### config.mk
export PLATFORM = sky130hd
export DESIGN_NAME = pipeline_scoreboard
export DESIGN_NICKNAME = d
export VERILOG_FILES = /design/src/rtl/pipeline_scoreboard.sv
export SDC_FILE = /design/constraint.sdc
export NUM_CORES = 1
export LEC_CHECK = 0
export ABC_AREA = 1
export ABC_CLOCK_PERIOD_IN_PS = 2100
export BUFFER_PORTS_ARGS = -buffer_cell sky130_fd_sc_hd__buf_2
export CAP_MARGIN = 20
export CORE_MARGIN = 4
export CORE_UTILIZATION = 47
export CTS_CLUSTER_DIAMETER = 30
export DETAILED_ROUTE_END_ITERATION = 6
export PLACE_DENSITY_LB_ADDON = 0.12
export SLEW_MARGIN = 20
export SYNTH_ARGS = -nofsm -noshare
export SYNTH_HDL_FRONTEND = slang
export SYNTH_SLANG_ARGS = --single-unit
export TNS_END_PERCENT = 20
### constraint.sdc
create_clock -name clk -period 2.1 [get_ports clk]
set_clock_uncertainty 0.15 [all_clocks]
set_input_delay 0.105 -clock clk [delete_from_list [all_inputs] [get_ports clk]]
set_output_delay 0.105 -clock clk [all_outputs]
set_load 0.03 [all_outputs]
### src/rtl/pipeline_scoreboard.sv
// Issue controller: per-register pending-write countdown scoreboard between decode and ID/EX.
// Optional stall statistics counter enabled by SCOREBOARD_STATS_EN.
module pipeline_scoreboard #(
    parameter int REG_AW  = 3,
    parameter int OPC_W   = 4,
    parameter int WB_DIST = 3,
    parameter int CNT_W   = 2
) (
    input  logic                  clk,
    input  logic                  rst_n,
    input  logic [OPC_W-1:0]      opcode,
    input  logic [REG_AW-1:0]     r1_decode,
    input  logic [REG_AW-1:0]     r2_decode,
    input  logic [REG_AW-1:0]     w_decode,
    input  logic                  decode_valid,
    input  logic                  flush,
    input  logic                  mem_wait,
    output logic                  stall,
    output logic                  issue,
    output logic [2**REG_AW-1:0]  busy_mask
`ifdef SCOREBOARD_STATS_EN
    ,
    output logic [15:0]           stall_cycles
`endif
);

    localparam int NREG = 2**REG_AW;

    logic [CNT_W-1:0] cnt_q [NREG];
    logic [CNT_W-1:0] cnt_d [NREG];
    logic             rd1, rd2, rdw, wr;
    logic             hazard;

    always_comb begin
        rd1 = 1'b0;
        rd2 = 1'b0;
        rdw = 1'b0;
        wr  = 1'b0;
        case (opcode)
            OPC_W'(1), OPC_W'(2), OPC_W'(3), OPC_W'(4),
            OPC_W'(5), OPC_W'(6), OPC_W'(7), OPC_W'(8): begin
                rd1 = 1'b1;
                rd2 = 1'b1;
                wr  = 1'b1;
            end
            OPC_W'(9), OPC_W'(10): begin
                rd1 = 1'b1;
                wr  = 1'b1;
            end
            OPC_W'(11): begin
                rd1 = 1'b1;
                rdw = 1'b1;
            end
            OPC_W'(12): rd1 = 1'b1;
            default: ;
        endcase
    end

    always_comb begin
        busy_mask = '0;
        for (int r = 1; r < NREG; r++) begin
            busy_mask[r] = (cnt_q[r] != '0);
        end
    end

    // busy_mask[0] is always 0, so R0 operands never raise a hazard
    assign hazard = (rd1 & busy_mask[r1_decode]) |
                    (rd2 & busy_mask[r2_decode]) |
                    (rdw & busy_mask[w_decode]);

    assign stall = rst_n & decode_valid & hazard & ~flush;
    assign issue = rst_n & decode_valid & ~hazard & ~flush & ~mem_wait;

    always_comb begin
        cnt_d[0] = '0;
        for (int r = 1; r < NREG; r++) begin
            cnt_d[r] = cnt_q[r];
            if (!mem_wait && cnt_q[r] != '0) begin
                cnt_d[r] = cnt_q[r] - 1'b1;
            end
            if (issue && wr && w_decode == REG_AW'(r)) begin
                cnt_d[r] = CNT_W'(WB_DIST);
            end
        end
    end

    always_ff @(posedge clk) begin
        if (!rst_n) begin
            for (int r = 0; r < NREG; r++) begin
                cnt_q[r] <= '0;
            end
        end else begin
            for (int r = 0; r < NREG; r++) begin
                cnt_q[r] <= cnt_d[r];
            end
        end
    end

`ifdef SCOREBOARD_STATS_EN
    logic [15:0] stall_cycles_q;
    logic [15:0] stall_cycles_d;

    always_comb begin
        stall_cycles_d = stall_cycles_q;
        if (stall && stall_cycles_q != 16'hFFFF) begin
            stall_cycles_d = stall_cycles_q + 16'd1;
        end
    end

    always_ff @(posedge clk) begin
        if (!rst_n) begin
            stall_cycles_q <= '0;
        end else begin
            stall_cycles_q <= stall_cycles_d;
        end
    end

    assign stall_cycles = stall_cycles_q;
`endif

endmodule

==> impl_metrics.csv <==
group,metric,value,unit
outcome,status,"complete, no violations",
clock_network,clk_pin_slew,0.08,ns
sta,max_freq,503,MHz
pwr,ir_drop,0.547,mV
clock_network,cts_buffers,3,
sta,hold_viol,0,
clock_network,clock_latency,0.27,ns
synthesis,synth_top_family_by_area,"simple AND/OR/NAND/NOR gates",
setup_path,crit_required,1.85,ns
pwr,power,1.03,mW
placement,place_congestion,0.886,
layout,multi_input_area,772,um^2
setup_path,path_cells,"inv_2, ha_4, inv_1, nand2_1, nand3_1, nand2_1, nand2_1, nand3_1, nand2_2, nor2_4, inv_1, nor4_2, buf_4",
layout,reg_top3,"cnt_q: 14 flops",
floorplan,die_area,0.00323,mm^2
setup_path,crit_type,"reg -> out",
synthesis,syn-cell-area,0.00112,mm^2
synthesis,yosysTopAreaCell,"dfxtp_1",
setup_path,crit_family,"simple AND/OR/NAND/NOR gates",
synthesis,synth-seq-cells,14,
drt,drt_pass1_iterations,4,
layout,drive_above_1_share,25.0,%
global_routing,grt_max_degree,15,
global_routing,grt_pass1_wl,4.64,mm
floorplan,coreArea,0.00223,mm^2
global_routing,grt_pass1_vias,1117,
placement,dp_hpwl,2.23,mm
synthesis,synth_compound_area_share,10.9,%
synthesis,synth_simple_gate_area_share,37.0,%
setup_path,cp-end-kind,"output pin",
drt,drc_errors,0,
synthesis,syn_nets,206,
sta,min_period_over_period,94.7,%
synthesis,syn-instance-count,181,
layout,largest_reg_flops,14,
layout,top_register,"cnt_q",
pwr,power_density,744,mW/mm^2
layout,n_antenna_cell,0,
clock_network,cts_sinks,14,
layout,nFillCells,213,
sta,finalCriticalPeriod,1.99,ns
clock_network,clockRootBuffer,"clkbuf_4",
drt,first_iter_violations,37,
drt,vias,1233,
drt,wl_per_cell,11.8,um
layout,final_common_cell,"nand2_1",
clock_network,cts_tree,"built",
synthesis,yosysSeqAreaShare,25.0,%
synthesis,avgSynthCellArea,6.19,um^2
sta,drv_slew,0,
layout,layout.nets,235,
setup_path,cp-start-kind,"flip-flop",
clock_network,clockBufferDepth,2,
layout,area_delta_synth_final,23.9,%
pwr,power_leakage,0.675,nW
synthesis,synthAdderAreaFrac,7.82,%
layout,seq_area,280,um^2
flow_run,drv_cap,0,
placement,numPortBuffers,26,
floorplan,die_w,56.8,um
drt,via_per_inst,5.22,
setup_path,cp_max_fo,4,
synthesis,synth.top_cells.by_area,"dfxtp_1, nand2_1, inv_1",
drt,ant_nets,0,
synthesis,yosysTopAreaCellShare,25.0,%
sta,finalSetupTns,0,ns
setup_path,crit_buf_inv,4,
synthesis,synthMuxAreaShare,0,%
synthesis,synth_xor_area_share,5.47,%
setup_path,cpMostUsedCell,"nand2_1",
floorplan,dieHeight,56.8,um
sta,rsz0062_at_grt,"yes",
layout,mostFrequentLayoutCells,"nand2_1, inv_1, buf_2",
sta,finalSetupViolCount,0,
synthesis,yosys_warnings,0,
floorplan,start_util,50.1,%
drt,drt_wl_total,2.78,mm
min_path,hold_path_class,"in -> reg",
floorplan,rows,17,
sta,whs,0.0585,ns
setup_path,slowest_stage,"dfxtp_1",
setup_path,arrival,1.73,ns
global_routing,grt_util_all_layers,17.7,%
clock_network,htreeDepth,1,
synthesis,synthDistinctLibCells,23,
global_routing,grt.overflow.total,0,
floorplan,num_io_pins,28,
global_routing,antenna_found_initial,0,
setup_path,cp_slowest_stage_delay,0.31,ns
[tightest hold or removal path: stages]
cell,delay (ns)
buf_2,0.11
nor2_1,0.05
nand4_1,0.10
a21oi_1,0.06
[layer usage]
layer  vias to the layer above  global-route usage (%)  share of wire [%]
met5                         -                       0                  0
met4                         0                    4.64               0.90
met3                         4                    5.06                7.9
met2                        41                    32.3                 49
met1                       559                    19.9                 42
li1                        629                       -                  -
[worst paths after layout]
path	start	endpoint	slack (ns)	depth (start not counted)
hold / removal	w_decode[2]	cnt_q[0][2]	0.06	4
hold reg to reg	cnt_q[0][9]	cnt_q[0][9]	0.43	2
setup reg to reg	cnt_q[0][14]	cnt_q[0][14]	0.38	13
setup / recovery	cnt_q[0][14]	issue	0.11	13
[per-stage QoR]
| step | cells | util (%) | worst slack (ns) | instance area, um^2 |
|---|---|---|---|---|
| 2_1_floorplan | 181 | - | 0.00209 | 1120 |
| 3_3_place_gp | 233 | 57.2 | 0.287 | 1280 |
| 3_5_place_dp | 233 | 57.2 | 0.275 | 1280 |
| 4_1_cts | 236 | 58.7 | 0.0112 | 1310 |
| 5_1_grt | 236 | 62.1 | -0.0431 | 1390 |
| 6_report | 236 | 62.1 | 0.111 | 1390 |
[area by class of cell]
class | instances | area share (%)
repair buffers | 27 | 10.3
well taps | 28 | 2.52
inverters | 36 | 9.74
clock buffers | 3 | 1.62
flip-flops and latches | 14 | 20.2
multi-input cells | 128 | 55.6
[cell usage after synthesis]
master	instances
nand2_1	40
inv_1	34
nor2_1	18
a21oi_1	15
nand3_1	15
dfxtp_1	14
o21ai_0	8
ha_1	7
nand4_1	7
xor2_1	7
clkbuf_1	2
nand3b_1	2
nor3_1	2
buf_4	1
clkinv_1	1
conb_1	1
inv_2	1
nand2_2	1
nor2_2	1
nor2_4	1
nor3_4	1
nor4_2	1
o21bai_1	1
[repair_timing]
item,CTS,global route
endpoints found under the hold margin,0,0
pin swaps,0,2
resized for setup,4,21
hold buffers,0,0
setup buffers,0,0
endpoints found under the setup margin,1,2
[cells by family (layout without fill, tap and decap cells)]
group	count (synthesis)	count (layout)
compound gates	24	24
xor+xnor	7	7
fa+ha+maj	7	7
buf+inv	39	66
flops	14	14
other cells	1	1
simple gates	89	89
[report_power, final]
| group | switching, mW | total [mW] | internal [mW] | leakage (nW) |
|---|---|---|---|---|
| Sequential | 0.0181 | 0.325 | 0.307 | 0.114 |
| Combinational | 0.346 | 0.564 | 0.218 | 0.547 |
| Clock | 0.0760 | 0.142 | 0.0663 | 0.0138 |
| Total | 0.440 | 1.03 | 0.592 | 0.675 |
Power figures use the tool's default switching activity.
